===== config.mk =====
export PLATFORM = sky130hd
export DESIGN_NAME = seg_disp_sched_flat
export DESIGN_NICKNAME = d
export VERILOG_FILES = /design/src/rtl/seg_disp_sched_if.sv /design/src/rtl/seg_disp_sched.sv /design/src/flat_wrapper.sv
export SDC_FILE = /design/constraint.sdc
export NUM_CORES = 1
export LEC_CHECK = 0
export ABC_AREA = 1
export ABC_CLOCK_PERIOD_IN_PS = 1900
export CAP_MARGIN = 20
export CORE_AREA = 5 5 106 108
export DETAILED_ROUTE_END_ITERATION = 8
export DIE_AREA = 0 0 111 113
export GPL_TIMING_DRIVEN = 0
export HOLD_SLACK_MARGIN = 0.15
export PLACE_DENSITY = 0.75
export SYNTH_ARGS = -nofsm -noshare
export SYNTH_HDL_FRONTEND = slang
export SYNTH_SLANG_ARGS = --single-unit

===== constraint.sdc =====
create_clock -name sys_clk -period 1.9 [get_ports sys_clk]
set_input_delay 0.285 -clock sys_clk [delete_from_list [all_inputs] [get_ports sys_clk]]
set_output_delay 0.285 -clock sys_clk [all_outputs]
set_load 0.01 [all_outputs]

===== src/rtl/seg_disp_sched_if.sv =====
// Display scheduler bus: two requester handshakes plus the display-side outputs.
// Handshake rule (both requesters): a value is transferred on a rising sys_clk
// edge where req_x_valid & req_x_ready are both 1; the requester may drop valid
// or change data at any time before that edge, and only the data present at the
// transfer edge is used. disp_valid is a one-cycle strobe with no back-pressure.
interface seg_disp_sched_if;
  logic        req_a_valid;
  logic [15:0] req_a_data;
  logic [3:0]  req_a_tag;
  logic        req_a_ready;
  logic        req_b_valid;
  logic [15:0] req_b_data;
  logic [3:0]  req_b_tag;
  logic        req_b_ready;
  logic [15:0] bcd_digits;
  logic [3:0]  tag_digit;
  logic        disp_src;
  logic        disp_valid;
  logic        ovf;

  // Requesters / display consumer side
  modport master (
    output req_a_valid, req_a_data, req_a_tag,
    input  req_a_ready,
    output req_b_valid, req_b_data, req_b_tag,
    input  req_b_ready,
    input  bcd_digits, tag_digit, disp_src, disp_valid, ovf
  );

  // Scheduler side
  modport slave (
    input  req_a_valid, req_a_data, req_a_tag,
    output req_a_ready,
    input  req_b_valid, req_b_data, req_b_tag,
    output req_b_ready,
    output bcd_digits, tag_digit, disp_src, disp_valid, ovf
  );
endinterface


===== src/rtl/seg_disp_sched.sv =====
// seg_disp_sched: round-robin display scheduler for the 5-digit 7-seg driver.
// Accepts a 16-bit value from source A or B, converts it to BCD with a
// sequential shift-add-3 (16 shifts), saturates values above 9999, then holds
// the display for HOLD_CYC cycles before accepting the next value.
// Optional feature macro: SEG_PREEMPT_EN -- while a B value is being held, an
// A request is accepted at once and restarts conversion.
module seg_disp_sched #(
  parameter int unsigned HOLD_CYC = 25_000_000
) (
  input  logic              sys_clk,
  input  logic              sys_rst_n,
  seg_disp_sched_if.slave   sched_bus,
  output logic [1:0]        o_dbg_state
);

  localparam int HCW = (HOLD_CYC > 1) ? $clog2(HOLD_CYC) : 1;

  typedef enum logic [1:0] {
    ST_IDLE = 2'd0,
    ST_CONV = 2'd1,
    ST_HOLD = 2'd2
  } state_t;

  state_t          r_state;
  state_t          w_next_state;

  logic            r_last_b;     // 1: last grant went to B, so A wins a tie
  logic [15:0]     r_shift;      // binary input, shifted out MSB first
  logic [19:0]     r_bcd;        // 5-digit BCD accumulator
  logic [4:0]      r_bit_cnt;    // shifts done so far (0..16)
  logic [3:0]      r_tag_pend;
  logic            r_src_pend;
  logic [HCW-1:0]  r_hold_cnt;

  logic [15:0]     r_bcd_out;
  logic [3:0]      r_tag_out;
  logic            r_src_out;
  logic            r_disp_valid;
  logic            r_ovf;

  logic            w_a_ready;
  logic            w_b_ready;
  logic            w_take_a;
  logic            w_take_b;
  logic            w_accept;
  logic [19:0]     w_bcd_adj;

  // Add 3 to every BCD digit that is 5 or more, ahead of the next left shift.
  function automatic logic [19:0] add3(input logic [19:0] v);
    logic [19:0] r;
    r = v;
    for (int i = 0; i < 5; i++) begin
      if (r[i*4 +: 4] >= 4'd5) r[i*4 +: 4] = r[i*4 +: 4] + 4'd3;
    end
    return r;
  endfunction

  assign w_bcd_adj = add3(r_bcd);

  // Ready generation: round-robin in IDLE, optional A preemption of a held B value.
  always_comb begin
    w_a_ready = 1'b0;
    w_b_ready = 1'b0;
    case (r_state)
      ST_IDLE: begin
        if (sched_bus.req_a_valid && sched_bus.req_b_valid) begin
          if (r_last_b) w_a_ready = 1'b1;
          else          w_b_ready = 1'b1;
        end else if (sched_bus.req_a_valid) begin
          w_a_ready = 1'b1;
        end else if (sched_bus.req_b_valid) begin
          w_b_ready = 1'b1;
        end
      end
      ST_HOLD: begin
`ifdef SEG_PREEMPT_EN
        if (r_src_out) w_a_ready = sched_bus.req_a_valid;
`endif
      end
      default: begin
      end
    endcase
  end

  assign w_take_a = sched_bus.req_a_valid & w_a_ready;
  assign w_take_b = sched_bus.req_b_valid & w_b_ready;
  assign w_accept = w_take_a | w_take_b;

  // Next-state logic.
  always_comb begin
    w_next_state = r_state;
    case (r_state)
      ST_IDLE: if (w_accept) w_next_state = ST_CONV;
      ST_CONV: if (r_bit_cnt == 5'd16) w_next_state = ST_HOLD;
      ST_HOLD: begin
        if (w_accept)              w_next_state = ST_CONV;
        else if (r_hold_cnt == '0) w_next_state = ST_IDLE;
      end
      default: w_next_state = ST_IDLE;
    endcase
  end

  // State register.
  always_ff @(posedge sys_clk or negedge sys_rst_n) begin
    if (!sys_rst_n) r_state <= ST_IDLE;
    else            r_state <= w_next_state;
  end

  // Datapath: capture on handshake, shift-add-3 conversion, output update, hold timer.
  always_ff @(posedge sys_clk or negedge sys_rst_n) begin
    if (!sys_rst_n) begin
      r_last_b     <= 1'b1;
      r_shift      <= '0;
      r_bcd        <= '0;
      r_bit_cnt    <= '0;
      r_tag_pend   <= '0;
      r_src_pend   <= 1'b0;
      r_hold_cnt   <= '0;
      r_bcd_out    <= '0;
      r_tag_out    <= '0;
      r_src_out    <= 1'b0;
      r_disp_valid <= 1'b0;
      r_ovf        <= 1'b0;
    end else begin
      r_disp_valid <= 1'b0;
      if (w_accept) begin
        r_shift    <= w_take_a ? sched_bus.req_a_data : sched_bus.req_b_data;
        r_tag_pend <= w_take_a ? sched_bus.req_a_tag  : sched_bus.req_b_tag;
        r_src_pend <= w_take_b;
        r_last_b   <= w_take_b;
        r_bcd      <= '0;
        r_bit_cnt  <= '0;
      end else begin
        case (r_state)
          ST_CONV: begin
            if (r_bit_cnt != 5'd16) begin
              r_bcd     <= {w_bcd_adj[18:0], r_shift[15]};
              r_shift   <= {r_shift[14:0], 1'b0};
              r_bit_cnt <= r_bit_cnt + 5'd1;
            end else begin
              if (r_bcd[19:16] != 4'd0) begin
                r_bcd_out <= 16'h9999;
                r_ovf     <= 1'b1;
              end else begin
                r_bcd_out <= r_bcd[15:0];
                r_ovf     <= 1'b0;
              end
              r_tag_out    <= r_tag_pend;
              r_src_out    <= r_src_pend;
              r_disp_valid <= 1'b1;
              r_hold_cnt   <= HCW'(HOLD_CYC - 1);
            end
          end
          ST_HOLD: begin
            if (r_hold_cnt != '0) r_hold_cnt <= r_hold_cnt - 1'b1;
          end
          default: begin
          end
        endcase
      end
    end
  end

  assign sched_bus.req_a_ready = w_a_ready;
  assign sched_bus.req_b_ready = w_b_ready;
  assign sched_bus.bcd_digits  = r_bcd_out;
  assign sched_bus.tag_digit   = r_tag_out;
  assign sched_bus.disp_src    = r_src_out;
  assign sched_bus.disp_valid  = r_disp_valid;
  assign sched_bus.ovf         = r_ovf;
  assign o_dbg_state           = r_state;

endmodule


===== src/flat_wrapper.sv =====
// flat-port wrapper written by rule: the top's interface ports become plain ports
module seg_disp_sched_flat 
#(
  parameter int unsigned HOLD_CYC = 25_000_000
)
  (sys_clk, sys_rst_n, o_dbg_state, sched_bus_req_a_valid, sched_bus_req_a_data, sched_bus_req_a_tag, sched_bus_req_a_ready, sched_bus_req_b_valid, sched_bus_req_b_data, sched_bus_req_b_tag, sched_bus_req_b_ready, sched_bus_bcd_digits, sched_bus_tag_digit, sched_bus_disp_src, sched_bus_disp_valid, sched_bus_ovf);
  seg_disp_sched_if sched_bus_i ();
  input  logic sys_clk;
  input  logic sys_rst_n;
  output logic [1:0] o_dbg_state;
  input wire logic [$bits(sched_bus_i.req_a_valid)-1:0] sched_bus_req_a_valid;
  input wire logic [$bits(sched_bus_i.req_a_data)-1:0] sched_bus_req_a_data;
  input wire logic [$bits(sched_bus_i.req_a_tag)-1:0] sched_bus_req_a_tag;
  output wire logic [$bits(sched_bus_i.req_a_ready)-1:0] sched_bus_req_a_ready;
  input wire logic [$bits(sched_bus_i.req_b_valid)-1:0] sched_bus_req_b_valid;
  input wire logic [$bits(sched_bus_i.req_b_data)-1:0] sched_bus_req_b_data;
  input wire logic [$bits(sched_bus_i.req_b_tag)-1:0] sched_bus_req_b_tag;
  output wire logic [$bits(sched_bus_i.req_b_ready)-1:0] sched_bus_req_b_ready;
  output wire logic [$bits(sched_bus_i.bcd_digits)-1:0] sched_bus_bcd_digits;
  output wire logic [$bits(sched_bus_i.tag_digit)-1:0] sched_bus_tag_digit;
  output wire logic [$bits(sched_bus_i.disp_src)-1:0] sched_bus_disp_src;
  output wire logic [$bits(sched_bus_i.disp_valid)-1:0] sched_bus_disp_valid;
  output wire logic [$bits(sched_bus_i.ovf)-1:0] sched_bus_ovf;
  assign sched_bus_i.req_a_valid = sched_bus_req_a_valid;
  assign sched_bus_i.req_a_data = sched_bus_req_a_data;
  assign sched_bus_i.req_a_tag = sched_bus_req_a_tag;
  assign sched_bus_req_a_ready = sched_bus_i.req_a_ready;
  assign sched_bus_i.req_b_valid = sched_bus_req_b_valid;
  assign sched_bus_i.req_b_data = sched_bus_req_b_data;
  assign sched_bus_i.req_b_tag = sched_bus_req_b_tag;
  assign sched_bus_req_b_ready = sched_bus_i.req_b_ready;
  assign sched_bus_bcd_digits = sched_bus_i.bcd_digits;
  assign sched_bus_tag_digit = sched_bus_i.tag_digit;
  assign sched_bus_disp_src = sched_bus_i.disp_src;
  assign sched_bus_disp_valid = sched_bus_i.disp_valid;
  assign sched_bus_ovf = sched_bus_i.ovf;
  seg_disp_sched #(.HOLD_CYC(HOLD_CYC)) u_core (.sys_clk(sys_clk), .sys_rst_n(sys_rst_n), .sched_bus(sched_bus_i), .o_dbg_state(o_dbg_state));
endmodule

Yosys cells after proc, flatten, opt, wreduce, memory -nomap -nowiden
Index checks and enable logic that the tools add are counted.
{"block": "op_classes", "n_mux": 38, "magnitude_cmp": 5, "addsub": 7, "n_bitwise": 5, "eq_ne": 9, "reduce_logical": 12}
{"op": "$mux W16", "count": 5}
{"op": "$mux W20", "count": 3}
{"op": "$mux W25", "count": 2}
{"op": "$pmux W25 S2", "count": 1}
{"op": "$logic_not A25 Y1", "count": 1}
{"op": "$reduce_bool A25 Y1", "count": 1}
{"op": "$sub A25 B1 Y25 const B", "count": 1}
{"op": "$ge A4 B3 Y1 const B", "count": 5}
{"op": "$mux W4", "count": 5}
{"op": "$add A4 B2 Y4 const B", "count": 4}
{"op": "$mux W5", "count": 3}
{"op": "$mux W1", "count": 13}
{"op": "$mux W2", "count": 4}
{"op": "$ne A2 B1 Y1 const B", "count": 3}
{"op": "$pmux W2 S3", "count": 1}
{"op": "$reduce_and A3 Y1", "count": 2}
{"op": "$reduce_bool A2 Y1", "count": 3}
{"op": "$add A5 B1 Y5 const B", "count": 1}
{"op": "$eq A5 B5 Y1 const B", "count": 1}
{"op": "$ne A5 B5 Y1 const B", "count": 1}
{"op": "$reduce_and A4 Y1", "count": 1}
{"op": "$reduce_bool A4 Y1", "count": 1}
{"op": "$add A3 B2 Y3 const B", "count": 1}
{"op": "$mux W3", "count": 1}
{"op": "10 further kinds", "count": 12}
{"block": "word_totals", "word_cells": 89, "inputBits": 44, "out_inout_bits": 27, "register_bits": 97}

Logic depth before layout (Yosys ltp)
{"block": "logic_depth", "depth_word": 8, "ltp_mapped": 10, "depth_no_buf": 9}

Least setup slack after synthesis
No wires, ideal clock.
{"block": "synth_path", "path_type": "reg-to-reg", "from": "register u_core.r_hold_cnt[0]", "to": "register u_core.r_hold_cnt[10]", "t_arrival_ns": 1.417, "path_stages_with_launch": 9, "setup_slack_ns": 0.365, "setup_ns": 0.117, "n_path_buf": 0, "cell_sequence": "dfrtp_1 inv_1 ha_1 nand2_1 nor2_1 nand2_1 xnor2_1 nand3_1 nand2_1"}
{"block": "synth_between", "elab_chain_len": 3}
{"item": "start, declared", "line_no": "seg_disp_sched.sv:33", "text": "logic [HCW-1:0] r_hold_cnt;"}
{"item": "start signal, assigned", "line_no": "seg_disp_sched.sv:151", "text": "r_hold_cnt <= HCW'(HOLD_CYC - 1);"}
{"item": "start signal, assigned", "line_no": "seg_disp_sched.sv:155", "text": "if (r_hold_cnt != '0) r_hold_cnt <= r_hold_cnt - 1'b1;"}
{"item": "$sub A25 B1 Y25 / $reduce_bool A25 Y1 (equally long branches)", "line_no": "seg_disp_sched.sv:155"}
{"item": "$mux W25 / $ne A2 B1 Y1 (equally long branches)"}
{"item": "$pmux W25 S2 / $reduce_and A4 Y1 (equally long branches)"}
Several ways; a longest one is shown, not always the timed one. The select of a mux whose other input is x is not followed.
A chain may end at the register's enable or synchronous reset.

Worst setup path in the final report
{"block": "layout_path", "from": "register u_core.r_state[0] (netlist: u_core.o_dbg_state[0])", "to": "output port sched_bus_req_b_ready"}
{"block": "layout_between", "elab_chain_len": 2}
{"item": "start, declared", "line_no": "seg_disp_sched.sv:24", "text": "state_t r_state;"}
{"item": "start signal, assigned", "line_no": "seg_disp_sched.sv:106", "text": "else r_state <= w_next_state;"}
{"item": "$logic_not A2 Y1", "line_no": "seg_disp_sched.sv:64", "text": "case (r_state)"}
{"item": "$mux W1", "line_no": "seg_disp_sched.sv:64"}
{"item": "end, declared", "line_no": "flat_wrapper.sv:18", "text": "output wire logic [$bits(sched_bus_i.req_b_ready)-1:0] sched_bus_req_b_ready;"}
No other way between the ends.

==> reports/qor.csv <==
metric,value,unit
outcome,finished clean,
Core Area,10140,sq um
total track usage,0.1999,
Peak Freq,560.2,MHz
DR vias/cell,5.349,
simple-gate portion of the synthesized area,0.2444,
"Reg clk slew, reported paths",110,ps
clk sinks,97,
unrepaired setup endpoints after global routing,false,
Final WS setup,115.0,ps
Mapped Area,5100,sq um
Port Buf Inserts,70,
vias,4525,
clock buffer depth,2,
syn avg cell area,8.212,sq um
initial core utilization,0.5030,
asr flop ratio synth,1.000,
ANT cells,0,
area grow syn2layout,22.52,%
switching power total,0.8243,mW
crit path max fanout,3,
clk_lat worst skew,380,ps
Comb power frac,0.040,
Post-Syn Instances,621,
Routed Antenna Nets,0,
share of layout cells above drive strength 1,0.1042,
NumNets Final,764,
largest family of logic cells by synthesized area,simple AND/OR/NAND/NOR gates,
Iter 0 DRT Violations,259,
CP required,1620,ps
detailed-placement wirelength estimate,9067,microns
most common cell in the netlist,nand2_1,
Synth top area share,0.4711,
Placer Congestion,0.9116,
worst slew pin tran,520.2,ps
pre-CTS setup slack,-350.2,ps
Worst Hold Class,in -> async,
Synth area leader,dfrtp_1,
Num CTS Buffers,9,
Top Family by Delay on Critical Path,flip-flops,
Netlist cell types,36,
clock share of power,0.391,
utilization after layout,0.6163,
drc violations,0,
startpoint types,flip-flop,
Initial DRT Pass Iterations,6,
Die ar.,12540,sq um
worst r2r path cells,9,
"Seq/Total Area, Yosys",0.4762,
synthesized netlist net count,680,
Cell Int Power,2.800,mW
"EDFF count, synth",0,
crit path buf inv count,2,
sequential power share,0.570,
CP endpoint kind,output port,
largest net degree at the start of global routing,64,
dominant cells by area after synthesis,"dfrtp_1 (47%), nand2_1 (10%), o21ai_0 (7.4%)",
Max transition margin,0.6509,
grt ovf,0,
die height,113,microns
mux share of post-synthesis cell area,0,
power density cells,580.1,nW/um^2
crit-path cells,nor2_2 -> inv_1 -> a211oi_1 -> clkbuf_2,
Leak,2.939,nW
WL per Instance,14.59,microns
final wirelength,12350,microns
vias in the first global route,4599,
first-pass GRT wire length,20930,microns
WP data arrival,1500,ps
number of max-cap violations,0,
adder and majority gate portion of the synthesized area,0.03680,
ys flop type,dfrtp_1,
"top cells by count, synth","nand2_1 (138), dfrtp_1 (96), o21ai_0 (75)",
CTS root buffer,clkbuf_8,
Critical-path top delay cell,dfrtp_1,
part of the cycle the worst path needs,0.9395,
Pins Over Slew Limit,0,
CTS H-tree depth,3,
# setup viols final,0,
Yosys Warn Count,0,
Final Hold Vio Count,0,
critical path depth,4,
compound-cell area share of the yosys netlist,0.1455,
die width,111,microns
CP Class,reg -> out,
# IOs,71,
XOR/XNOR share of the synthesized area,0.02576,
maximum vdd drop,0.3637,mV
fillers,868,
net switching fraction of the power,0.2274,
CTS tree,built,
FP Rows,37,
Seq cells post-synth,97,
Clock Skews,14.40,ps
CP peak stage delay,450,ps
min Tclk post-route,1785,ps
initial antenna violation count,0,
==> power groups by stage <==
stage	Clock [mW]	Combinational, mW	Sequential (mW)
after CTS	1.44	0.147	2.07
after floorplan	0	0.00532	2.11
after detailed placement	0	0.144	2.11
after global routing	1.53	0.158	2.07
final	1.42	0.143	2.07
after global placement	0	0.136	2.11
==> cell families (layout without fill, tap and decap cells) <==
family,Yosys count,in the layout
flops,97,97
simple gates,279,279
compound gates,127,127
buf+inv,88,177
xor+xnor,15,15
fa+ha+maj,15,15
==> cell type report <==
cell class,instances,area [sq um],area share
buffer,19,111.4,0.01782
clock inverter,6,66.31,0.01061
timing repair buffer,74,740.7,0.1185
multi-input combinational,436,2338,0.3742
tap,136,170.2,0.02723
inverter,68,255.2,0.04085
clock buffer,10,137.6,0.02203
sequential,97,2429,0.3887
==> cells in the final DEF (no fill, tap or decap), types with 3 or more instances in the layout <==
cell	netlist	routed
nand2_1	138	138
dfrtp_1	96	96
o21ai_0	75	74
clkdlybuf4s50_1	0	67
inv_1	62	62
nor2_1	60	57
nand3_1	46	46
ha_1	15	15
o211ai_1	14	14
xor2_1	13	13
buf_2	12	10
clkbuf_8	0	10
nor2_2	7	9
a21oi_1	9	9
a2bb2oi_1	8	8
o21ai_1	5	6
inv_2	6	6
nand4_1	6	6
or2_2	6	6
o22ai_1	6	6
nor2_4	4	5
a22oi_1	5	5
buf_4	1	4
clkbuf_1	5	4
buf_6	2	3
nand2_4	2	3
o21a_1	3	3
clkbuf_2	0	3
==> metrics by stage <==
step                power, mW  instances  hold WS (ps)  setup TNS (ps)  area (sq um)
floorplan               2.112        621        -10.59               0          5100
global placement        2.243        827         463.8         -296930          5971
detailed placement      2.251        828         285.0           -1426          5996
CTS                     3.654        847         396.5               0          6241
global route            3.750        846         445.5               0          6248
finish                  3.625        846         384.2               0          6248
==> metal layers <==
layer | up-vias | share of wire | track usage
met4 | 0 | 0.021 | 0.06486
met5 | - | 0 | 0
met1 | 2154 | 0.42 | 0.2412
met3 | 27 | 0.052 | 0.04278
li1 | 2203 | - | -
met2 | 141 | 0.50 | 0.3572
==> flip-flops by register name (all words and copies together) (netlist names), 2 cells and up <==
name and count:
u_core.r_hold_cnt 25, u_core.r_bit_cnt 5, u_core.r_bcd 20, u_core.sched_bus.bcd_digits 16, u_core.sched_bus.tag_digit 4, u_core.o_dbg_state 2
u_core.r_shift 16, u_core.r_tag_pend 4
==> worst paths after layout <==
path,start,endpoint,slack [ps]
worst max register to register,u_core.o_dbg_state[1]$_DFFE_PN0P_,u_core.r_hold_cnt[8]$_DFFE_PN0P_,120
worst min-delay path,sys_rst_n,u_core.r_hold_cnt[19]$_DFFE_PN0P_,380
min in group sys_clk,sched_bus_req_b_tag[1],u_core.r_tag_pend[1]$_DFFE_PN0N_,470
worst max-delay path,u_core.o_dbg_state[0]$_DFFE_PN0P_,sched_bus_req_b_ready,120
worst min register to register,u_core.r_last_b$_DFFE_PN1N_,u_core.r_last_b$_DFFE_PN1N_,490
max in group asynchronous,sys_rst_n,u_core.r_last_b$_DFFE_PN1N_,780
==> what timing repair did <==
action                     CTS  global route
gates resized for setup     10             9
buffers inserted             2             0
setup endpoints to repair    2            27
hold endpoints to repair    34             0
pin swaps                    1             0
hold buffers                 1             0
Note: power is estimated with default switching activity, not from simulation.
